==> config.mk <==
export PLATFORM = sky130hd
export DESIGN_NAME = spi_tx_multimode
export DESIGN_NICKNAME = d
export VERILOG_FILES = /design/src/rtl/spi_tx_multimode.sv
export SDC_FILE = /design/constraint.sdc
export NUM_CORES = 1
export LEC_CHECK = 0
export CAP_MARGIN = 20
export CORE_MARGIN = 3
export CORE_UTILIZATION = 47
export CTS_BUF_LIST = sky130_fd_sc_hd__clkbuf_8
export CTS_CLUSTER_DIAMETER = 80
export DETAILED_ROUTE_END_ITERATION = 8
export GPL_ROUTABILITY_DRIVEN = 0
export MAX_ROUTING_LAYER = met4
export PLACE_DENSITY = 0.69
export SYNTH_ARGS = -nofsm -noshare
export SYNTH_HDL_FRONTEND = slang
export SYNTH_SLANG_ARGS = --single-unit
==> constraint.sdc <==
create_clock -name i_Clk -period 7.35 [get_ports i_Clk]
set_input_delay 1.8375 -clock i_Clk [delete_from_list [all_inputs] [get_ports i_Clk]]
set_output_delay 1.8375 -clock i_Clk [all_outputs]
set_load 0.02 [all_outputs]
==> src/rtl/spi_tx_multimode.sv <==
`default_nettype none
// ============================================================================
//  Module   : spi_tx_multimode
//  Purpose  : SPI master transmitter. Sends one DATA_W-bit word per accepted
//             request to one of NUM_CS slaves. Supports all four CPOL/CPHA
//             modes, MSB- or LSB-first order, a programmable SCLK half-period
//             (CLK_DIV) and programmable CS setup/hold times.
//             Sequence: IDLE -> PARK -> SETUP -> SHIFT -> HOLD -> IDLE.
//  Optional : define SPI_TX_MISO_CAPTURE_EN to add MISO capture
//             (i_MISO, o_RxData, o_RxValid). Capture needs CLK_DIV >= 3
//             because of the 2-flop MISO synchroniser.
//  Ports    : i_Clk, i_Rst (async, active-high)
//             i_Valid/o_Ready  request handshake, accept = i_Valid && o_Ready
//             i_Data, i_CsSel, i_CPOL, i_CPHA, i_MsbFirst  latched on accept
//             o_SCLK, o_MOSI, o_CS_L[NUM_CS] (active-low)  SPI bus, registered
//             [opt] i_MISO, o_RxData, o_RxValid (1-cycle pulse in first HOLD cycle)
//  Revision : 1.0  initial multi-mode, multi-CS release
// ============================================================================
module spi_tx_multimode #(
  parameter int DATA_W   = 16,
  parameter int CLK_DIV  = 4,
  parameter int NUM_CS   = 1,
  parameter int CS_SETUP = 2,
  parameter int CS_HOLD  = 2,
  localparam int CSW     = (NUM_CS > 1) ? $clog2(NUM_CS) : 1
) (
  input  logic              i_Clk,
  input  logic              i_Rst,
  input  logic              i_Valid,
  input  logic [DATA_W-1:0] i_Data,
  input  logic [CSW-1:0]    i_CsSel,
  input  logic              i_CPOL,
  input  logic              i_CPHA,
  input  logic              i_MsbFirst,
  output logic              o_Ready,
  output logic              o_SCLK,
  output logic              o_MOSI,
  output logic [NUM_CS-1:0] o_CS_L
`ifdef SPI_TX_MISO_CAPTURE_EN
  ,
  input  logic              i_MISO,
  output logic [DATA_W-1:0] o_RxData,
  output logic              o_RxValid
`endif
);

  localparam int HALF_W    = $clog2(CLK_DIV + 1);
  localparam int EDGE_W    = $clog2(2 * DATA_W + 1);
  localparam int PHASE_MAX = (CS_SETUP > CS_HOLD) ? CS_SETUP : CS_HOLD;
  localparam int PHASE_W   = $clog2(PHASE_MAX + 1);

  localparam logic [EDGE_W-1:0]  LAST_EDGE    = EDGE_W'(2 * DATA_W);
  localparam logic [EDGE_W-1:0]  PENULT_EDGE  = EDGE_W'(2 * DATA_W - 1);
  localparam logic [HALF_W-1:0]  HALF_RELOAD  = HALF_W'(CLK_DIV - 1);
  localparam logic [PHASE_W-1:0] SETUP_RELOAD = PHASE_W'(CS_SETUP - 1);
  localparam logic [PHASE_W-1:0] HOLD_RELOAD  = PHASE_W'(CS_HOLD - 1);

  typedef enum logic [2:0] {
    S_IDLE  = 3'd0,
    S_PARK  = 3'd1,
    S_SETUP = 3'd2,
    S_SHIFT = 3'd3,
    S_HOLD  = 3'd4
  } state_t;

  state_t              state, next_state;
  logic [DATA_W-1:0]   data_sr;
  logic [CSW-1:0]      cs_sel_r;
  logic                cpol_r, cpha_r, msb_r;
  logic [PHASE_W-1:0]  phase_cnt;
  logic [HALF_W-1:0]   half_cnt;
  logic [EDGE_W-1:0]   edge_cnt;   // number of SCLK edges already produced

  logic                phase_done, half_done, last_edge;
  logic                edge_fire, present;
  logic [NUM_CS-1:0]   cs_mask;
  logic                next_bit;
  logic [DATA_W-1:0]   shifted;

  assign phase_done = (phase_cnt == '0);
  assign half_done  = (half_cnt == '0);
  assign last_edge  = (edge_cnt == LAST_EDGE);

  // An SCLK edge is produced on leaving SETUP (edge 1) and at the end of
  // every SHIFT half-period except the last one.
  assign edge_fire = ((state == S_SETUP) && phase_done) ||
                     ((state == S_SHIFT) && half_done && !last_edge);

  // Edge number about to fire is edge_cnt+1, so edge_cnt even means an odd
  // (leading) edge. CPHA=0 drives bit 0 while still in PARK (visible through
  // SETUP) and further bits on even edges, except the final even edge.
  assign present = ((state == S_PARK) && !cpha_r) ||
                   (edge_fire && (cpha_r ? !edge_cnt[0]
                                         : (edge_cnt[0] && (edge_cnt != PENULT_EDGE))));

  assign next_bit = msb_r ? data_sr[DATA_W-1] : data_sr[0];
  assign shifted  = msb_r ? {data_sr[DATA_W-2:0], 1'b0} : {1'b0, data_sr[DATA_W-1:1]};

  // Out-of-range selects match no slave: the transfer runs with all CS high.
  always_comb begin
    cs_mask = '1;
    for (int i = 0; i < NUM_CS; i++) begin
      if (cs_sel_r == CSW'(i)) cs_mask[i] = 1'b0;
    end
  end

  always_ff @(posedge i_Clk or posedge i_Rst) begin
    if (i_Rst) state <= S_IDLE;
    else       state <= next_state;
  end

  always_comb begin
    next_state = state;
    case (state)
      S_IDLE:  if (i_Valid) next_state = S_PARK;
      S_PARK:  next_state = S_SETUP;
      S_SETUP: if (phase_done) next_state = S_SHIFT;
      S_SHIFT: if (half_done && last_edge) next_state = S_HOLD;
      S_HOLD:  if (phase_done) next_state = S_IDLE;
      default: next_state = S_IDLE;
    endcase
  end

  always_ff @(posedge i_Clk or posedge i_Rst) begin
    if (i_Rst) begin
      o_Ready   <= 1'b1;
      o_SCLK    <= 1'b0;
      o_MOSI    <= 1'b0;
      o_CS_L    <= '1;
      cpol_r    <= 1'b0;
      cpha_r    <= 1'b0;
      msb_r     <= 1'b0;
      cs_sel_r  <= '0;
      data_sr   <= '0;
      phase_cnt <= '0;
      half_cnt  <= '0;
      edge_cnt  <= '0;
    end else begin
      o_Ready <= (next_state == S_IDLE);
      case (state)
        S_IDLE: begin
          if (i_Valid) begin
            data_sr  <= i_Data;
            cs_sel_r <= i_CsSel;
            cpol_r   <= i_CPOL;
            cpha_r   <= i_CPHA;
            msb_r    <= i_MsbFirst;
            // New idle level is applied in PARK while CS is still high.
            o_SCLK   <= i_CPOL;
          end
        end
        S_PARK: begin
          o_CS_L    <= cs_mask;
          phase_cnt <= SETUP_RELOAD;
          edge_cnt  <= '0;
        end
        S_SETUP: begin
          if (phase_done) begin
            o_SCLK   <= ~o_SCLK;
            edge_cnt <= edge_cnt + 1'b1;
            half_cnt <= HALF_RELOAD;
          end else begin
            phase_cnt <= phase_cnt - 1'b1;
          end
        end
        S_SHIFT: begin
          if (half_done) begin
            if (last_edge) begin
              phase_cnt <= HOLD_RELOAD;
            end else begin
              o_SCLK   <= ~o_SCLK;
              edge_cnt <= edge_cnt + 1'b1;
              half_cnt <= HALF_RELOAD;
            end
          end else begin
            half_cnt <= half_cnt - 1'b1;
          end
        end
        S_HOLD: begin
          if (phase_done) o_CS_L <= '1;
          else            phase_cnt <= phase_cnt - 1'b1;
        end
        default: o_CS_L <= '1;
      endcase

      if (present) begin
        o_MOSI  <= next_bit;
        data_sr <= shifted;
      end
    end
  end

`ifdef SPI_TX_MISO_CAPTURE_EN
  logic              miso_meta, miso_sync;
  logic [DATA_W-1:0] rx_sr;
  logic              sample;

  // Sampling edges: odd edges for CPHA=0, even edges for CPHA=1.
  assign sample = edge_fire && (cpha_r ? edge_cnt[0] : !edge_cnt[0]);

  always_ff @(posedge i_Clk or posedge i_Rst) begin
    if (i_Rst) begin
      miso_meta <= 1'b0;
      miso_sync <= 1'b0;
      rx_sr     <= '0;
      o_RxData  <= '0;
      o_RxValid <= 1'b0;
    end else begin
      miso_meta <= i_MISO;
      miso_sync <= miso_meta;
      if (sample) begin
        if (msb_r) rx_sr <= {rx_sr[DATA_W-2:0], miso_sync};
        else       rx_sr <= {miso_sync, rx_sr[DATA_W-1:1]};
      end
      o_RxValid <= 1'b0;
      if ((state == S_SHIFT) && (next_state == S_HOLD)) begin
        o_RxData  <= rx_sr;
        o_RxValid <= 1'b1;
      end
    end
  end
`endif

endmodule
`default_nettype wire
== Word level (Yosys, flattened, before mapping) ==
Index checks and enable logic that the tools add are counted.

* Bits in registers: 37
* Input port bits: 23
* Output and inout port bits: 4
* Word-level logic and storage cells: 93

* Add/sub/neg operators: 3
* Equality and inequality tests: 14
* Multiplexer cells: 31
* Bitwise operators: 2
* Reduce and logical (&&, ||, !) cells: 31

{| class="wikitable"
|+ Operators by type and width
! operator !! count
|-
| $mux W16 || 4
|-
| $mux W3 || 7
|-
| $mux W6 || 3
|-
| $pmux W6 S3 || 1
|-
| $pmux W3 S5 || 1
|-
| $ne A2 B2 Y1 const B || 7
|-
| $logic_not A3 Y1 || 3
|-
| $reduce_bool A3 Y1 || 3
|-
| $mux W1 || 8
|-
| $reduce_and A4 Y1 || 2
|-
| $logic_and A1 B1 Y1 || 7
|-
| $add A6 B1 Y6 const B || 1
|-
| $eq A3 B2 Y1 const B || 2
|-
| $eq A6 B6 Y1 const B || 1
|-
| $mux W2 || 3
|-
| $ne A6 B5 Y1 const B || 1
|-
| $pmux W1 S3 || 2
|-
| $pmux W2 S3 || 1
|-
| $pmux W3 S2 || 1
|-
| $reduce_and A2 Y1 || 3
|-
| $reduce_bool A2 Y1 || 3
|-
| $reduce_and A5 Y1 || 1
|-
| $eq A3 B1 Y1 const B || 1
|-
| $eq A3 B3 Y1 const B || 1
|-
| 10 further kinds || 14
|}

== Longest topological paths before layout ==
* Depth after elaboration: 8
* Mapped depth: 8
* Depth with buffers taken out: 7

== Least setup slack after synthesis ==
OpenSTA, ideal clock, no wires.

* Path kind: input to register
* Start: input port i_Valid
* End: register data_sr[10]
* Setup time: 126 ps
* Data arrival time: 2838 ps
* Data required time: 7224 ps
* Path slack: 4386 ps
* Cell stages on the path: 4
* Buffers on the path: 1
* Cell sequence: nor4b_1 > clkbuf_1 > mux2i_1 > mux2i_1

* Cells in the longest elaborated chain, start to end: 2

{| class="wikitable"
|+ Ends and longest elaborated chain
! what !! RTL line !! RTL
|-
| start, declared || 29 || <nowiki>input logic i_Valid,</nowiki>
|-
| $reduce_bool A2 Y1 (no source line) || n/a ||
|-
| $reduce_and A2 Y1 (no source line) || n/a ||
|-
| end signal, assigned || 143 || <nowiki>data_sr <= i_Data;</nowiki>
|-
| end signal, assigned || 188 || <nowiki>data_sr <= shifted;</nowiki>
|-
| end, declared || 67 || <nowiki>logic [DATA_W-1:0] data_sr;</nowiki>
|}

Every way passes these cells.
A chain may end at the register's enable or synchronous reset.

== Worst setup path in the final report ==
* Start: register o_CS_L
* End: output port o_CS_L

{| class="wikitable"
|+ RTL lines
! what !! RTL line !! RTL
|-
| start, declared || 38 || <nowiki>output logic [NUM_CS-1:0] o_CS_L</nowiki>
|-
| start signal, assigned || 153 || <nowiki>o_CS_L <= cs_mask;</nowiki>
|}

No word-level cell between the ends.

==> run metrics <==
run status=complete, no violations; delay-heaviest family, CP=buffers and inverters; final worst-path cycle share=0.443; Max Clk Rate=307 MHz; Pre-antenna DRT Iters=4; routing usage on met1=0.197; Starting Density=0.493; post-synthesis async set-or-reset flop share=1.00; Die W=74.0 um; Reg power frac=0.551; DRC Markers=0; reg-to-reg endpoint=o_MOSI; CP Cell Sequence=clkdlybuf4s50_1; Critical Path Source=o_CS_L; largest net degree at the start of global routing=38; initial antenna violation count=0; r2r setup slk=4860 ps; normalized max-slew margin=0.448; Worst Hold Margin=489 ps; unrepaired setup endpoints after global routing=false; IO Port Bufs=26; Slew @ Worst Pin=827 ps; Fin. Hold Viols=0; slowest cell on the critical path=clkdlybuf4s50_1; Synth Net Count=230; switching share of total power=0.274; Tmin final=3260 ps; DRT iter0 DRCs=75; Setup Buffers After CTS=0; register area share after synthesis=0.427; global route overflow=0; Avg WL per Cell=14.6 um; die area=5480 um^2; final number of setup-violating endpoints=0; R2R cell count=8; NetSw=0.131 mW; yosys warns=0; Setup TNS=0 ps; insertion delay to the later sink of the worst-skew pair=290 ps; Clock power frac=0.289; P&R area growth vs syn=17.3%; Post-CTS Resized=0; io pins=27; Gate Count Post-Synth=202; Slew Limit Fails=0; hold path start=o_SCLK; vias in the first global route=1547; Layout Utilization=0.578; Die Y=74.0 um; Comb pwr share=0.160; Post-DP Area=2470 um^2; leading area contributor after synthesis=dfrtp_1; maxcap violations=0; post-route cell area=2550 um^2; Std-Cell Rows=24; H-tree depth=2; GR Util All Layers=0.167; Worst setup SP type=register; CTS buffer count=5; Pleak=1.03 nW; power density over the cells=187 nW/um^2; share of cells above drive strength 1=0.105; Worst EP required=5510 ps; Crit Path Class=reg2out; ANT nets after route=0; # clock sinks=37; antenna cells=0; Fin Clk Skew=8.71 ps; via count=1568; Yosys cell types=49; core area=4410 um^2; met3 Use GR=0.0324; Post-synth EDFFs=0; Worst-path clk slew=80 ps; Arr. time, crit path=1420 ps; Crit path largest cell delay=590 ps; dpl hpwl=2.85 mm; internal power=0.346 mW; met2 GRT Util=0.276; gr busiest metal=met2; CTS Hold Bufs=0; Longest Clk Path Bufs=2; syn_area_per_cell=10.8 um^2; Via density=5.58; Worst Setup End Kind=output pin; Top FF cell, synth=dfrtp_1; CP bufs+invs=1; Nets=256; Seq cells post-synth=37; first-pass GRT wire length=6.91 mm; synthesized cell area=2180 um^2; top post-synthesis cells by area=dfrtp_1, mux2i_1, ha_1; clk root buf=clkbuf_8; top cell type's share of synthesized area=0.403; maximum VDD drop=0.000114 V; Worst Hold Class=reg2reg; CP Depth=1; worst-path maximum fanout=2; reg-to-reg startpoint=edge_cnt[0]; WL final=4.11 mm; TritonCTS clock tree=done; CP endpoint=o_CS_L
[registers in the layout, summed over array words and instances (netlist names), 2 cells and up]
| register | flops |
|---|---|
| data_sr | 16 |
| edge_cnt | 6 |
| half_cnt | 3 |
| phase_cnt | 2 |
| state | 3 |
[metal layers]
metal / part of all wire / vias up / routed length [um]
met5: 0 / - / 0
met4: 0.020 / 0 / 82
met3: 0.037 / 9 / 150
met2: 0.50 / 31 / 2040
met1: 0.45 / 757 / 1830
li1: - / 771 / -
[cell usage in the layout, fill, tap and decap left out, drive strengths merged, types with 7 or more instances in the layout]
cell	count
mux2	7
nand2	10
clkdlybuf4s50	26
dfrtp	35
nor2	17
o21ai	11
inv	11
mux2i	47
[cell type report]
class	count	area, um^2
Inverter	10	37.5
Tap cell	52	65.1
Multi-Input combinational cell	145	1160
Clock buffer	5	68.8
Timing Repair Buffer	29	283
Clock inverter	3	13.8
Sequential cell	37	928
Fill cell	401	1860
[Yosys cell counts, types with 2 or more instances]
cell and count:
nor3_1 3, mux2_2 4, nand3_1 3, clkbuf_1 4, ha_1 5, o21ai_1 5, dfstp_2 2, buf_2 3
nand2b_1 5, inv_1 9, o21ai_0 6, nor2b_1 3, nor2_1 16, xor2_1 4, nand3b_1 2, a31oi_1 2
a21oi_1 4, mux2i_1 47, dfrtp_1 35, mux2_1 2, nand2_1 10
[power by group through the flow]
stage / Clock, mW / Combinational (mW) / Sequential [mW]
2_1_floorplan: 0 / 0.0545 / 0.257
3_3_place_gp: 0 / 0.0758 / 0.266
3_5_place_dp: 0 / 0.0785 / 0.267
4_1_cts: 0.143 / 0.0783 / 0.263
5_1_grt: 0.149 / 0.0872 / 0.267
6_report: 0.138 / 0.0765 / 0.263
[through the flow]
stage	power [mW]	cells	setup slack [ps]
global placement	0.342	273	3930
detailed placement	0.345	273	3910
global route	0.503	281	4060
finish	0.477	281	4090
CTS	0.485	281	4080
floorplan	0.312	202	4390
[logic make-up (layout without fill, tap and decap cells)]
| family | Yosys count | after routing | synth area share |
|---|---|---|---|
| muxes | 54 | 54 | 0.254 |
| and+or+nand+nor | 49 | 49 | 0.115 |
| DFF | 37 | 37 | 0.427 |
| AOI/OAI and AO/OA | 33 | 33 | 0.114 |
| buffers and inverters | 20 | 47 | 0.0448 |
| adders and majority gates | 5 | 5 | 0.0288 |
| xor gates and xnor gates | 4 | 4 | 0.0161 |
[worst min-delay path by stage]
stage / to / slack [ps] / cells after the start
floorplan: half_cnt[0] / 450 / 1
global placement: cs_sel_r / 470 / 1
detailed placement: o_SCLK / 480 / 1
CTS: o_SCLK / 490 / 1
global route: cs_sel_r / 520 / 1
finish: o_SCLK / 490 / 1
Power figures use the tool's default switching activity.
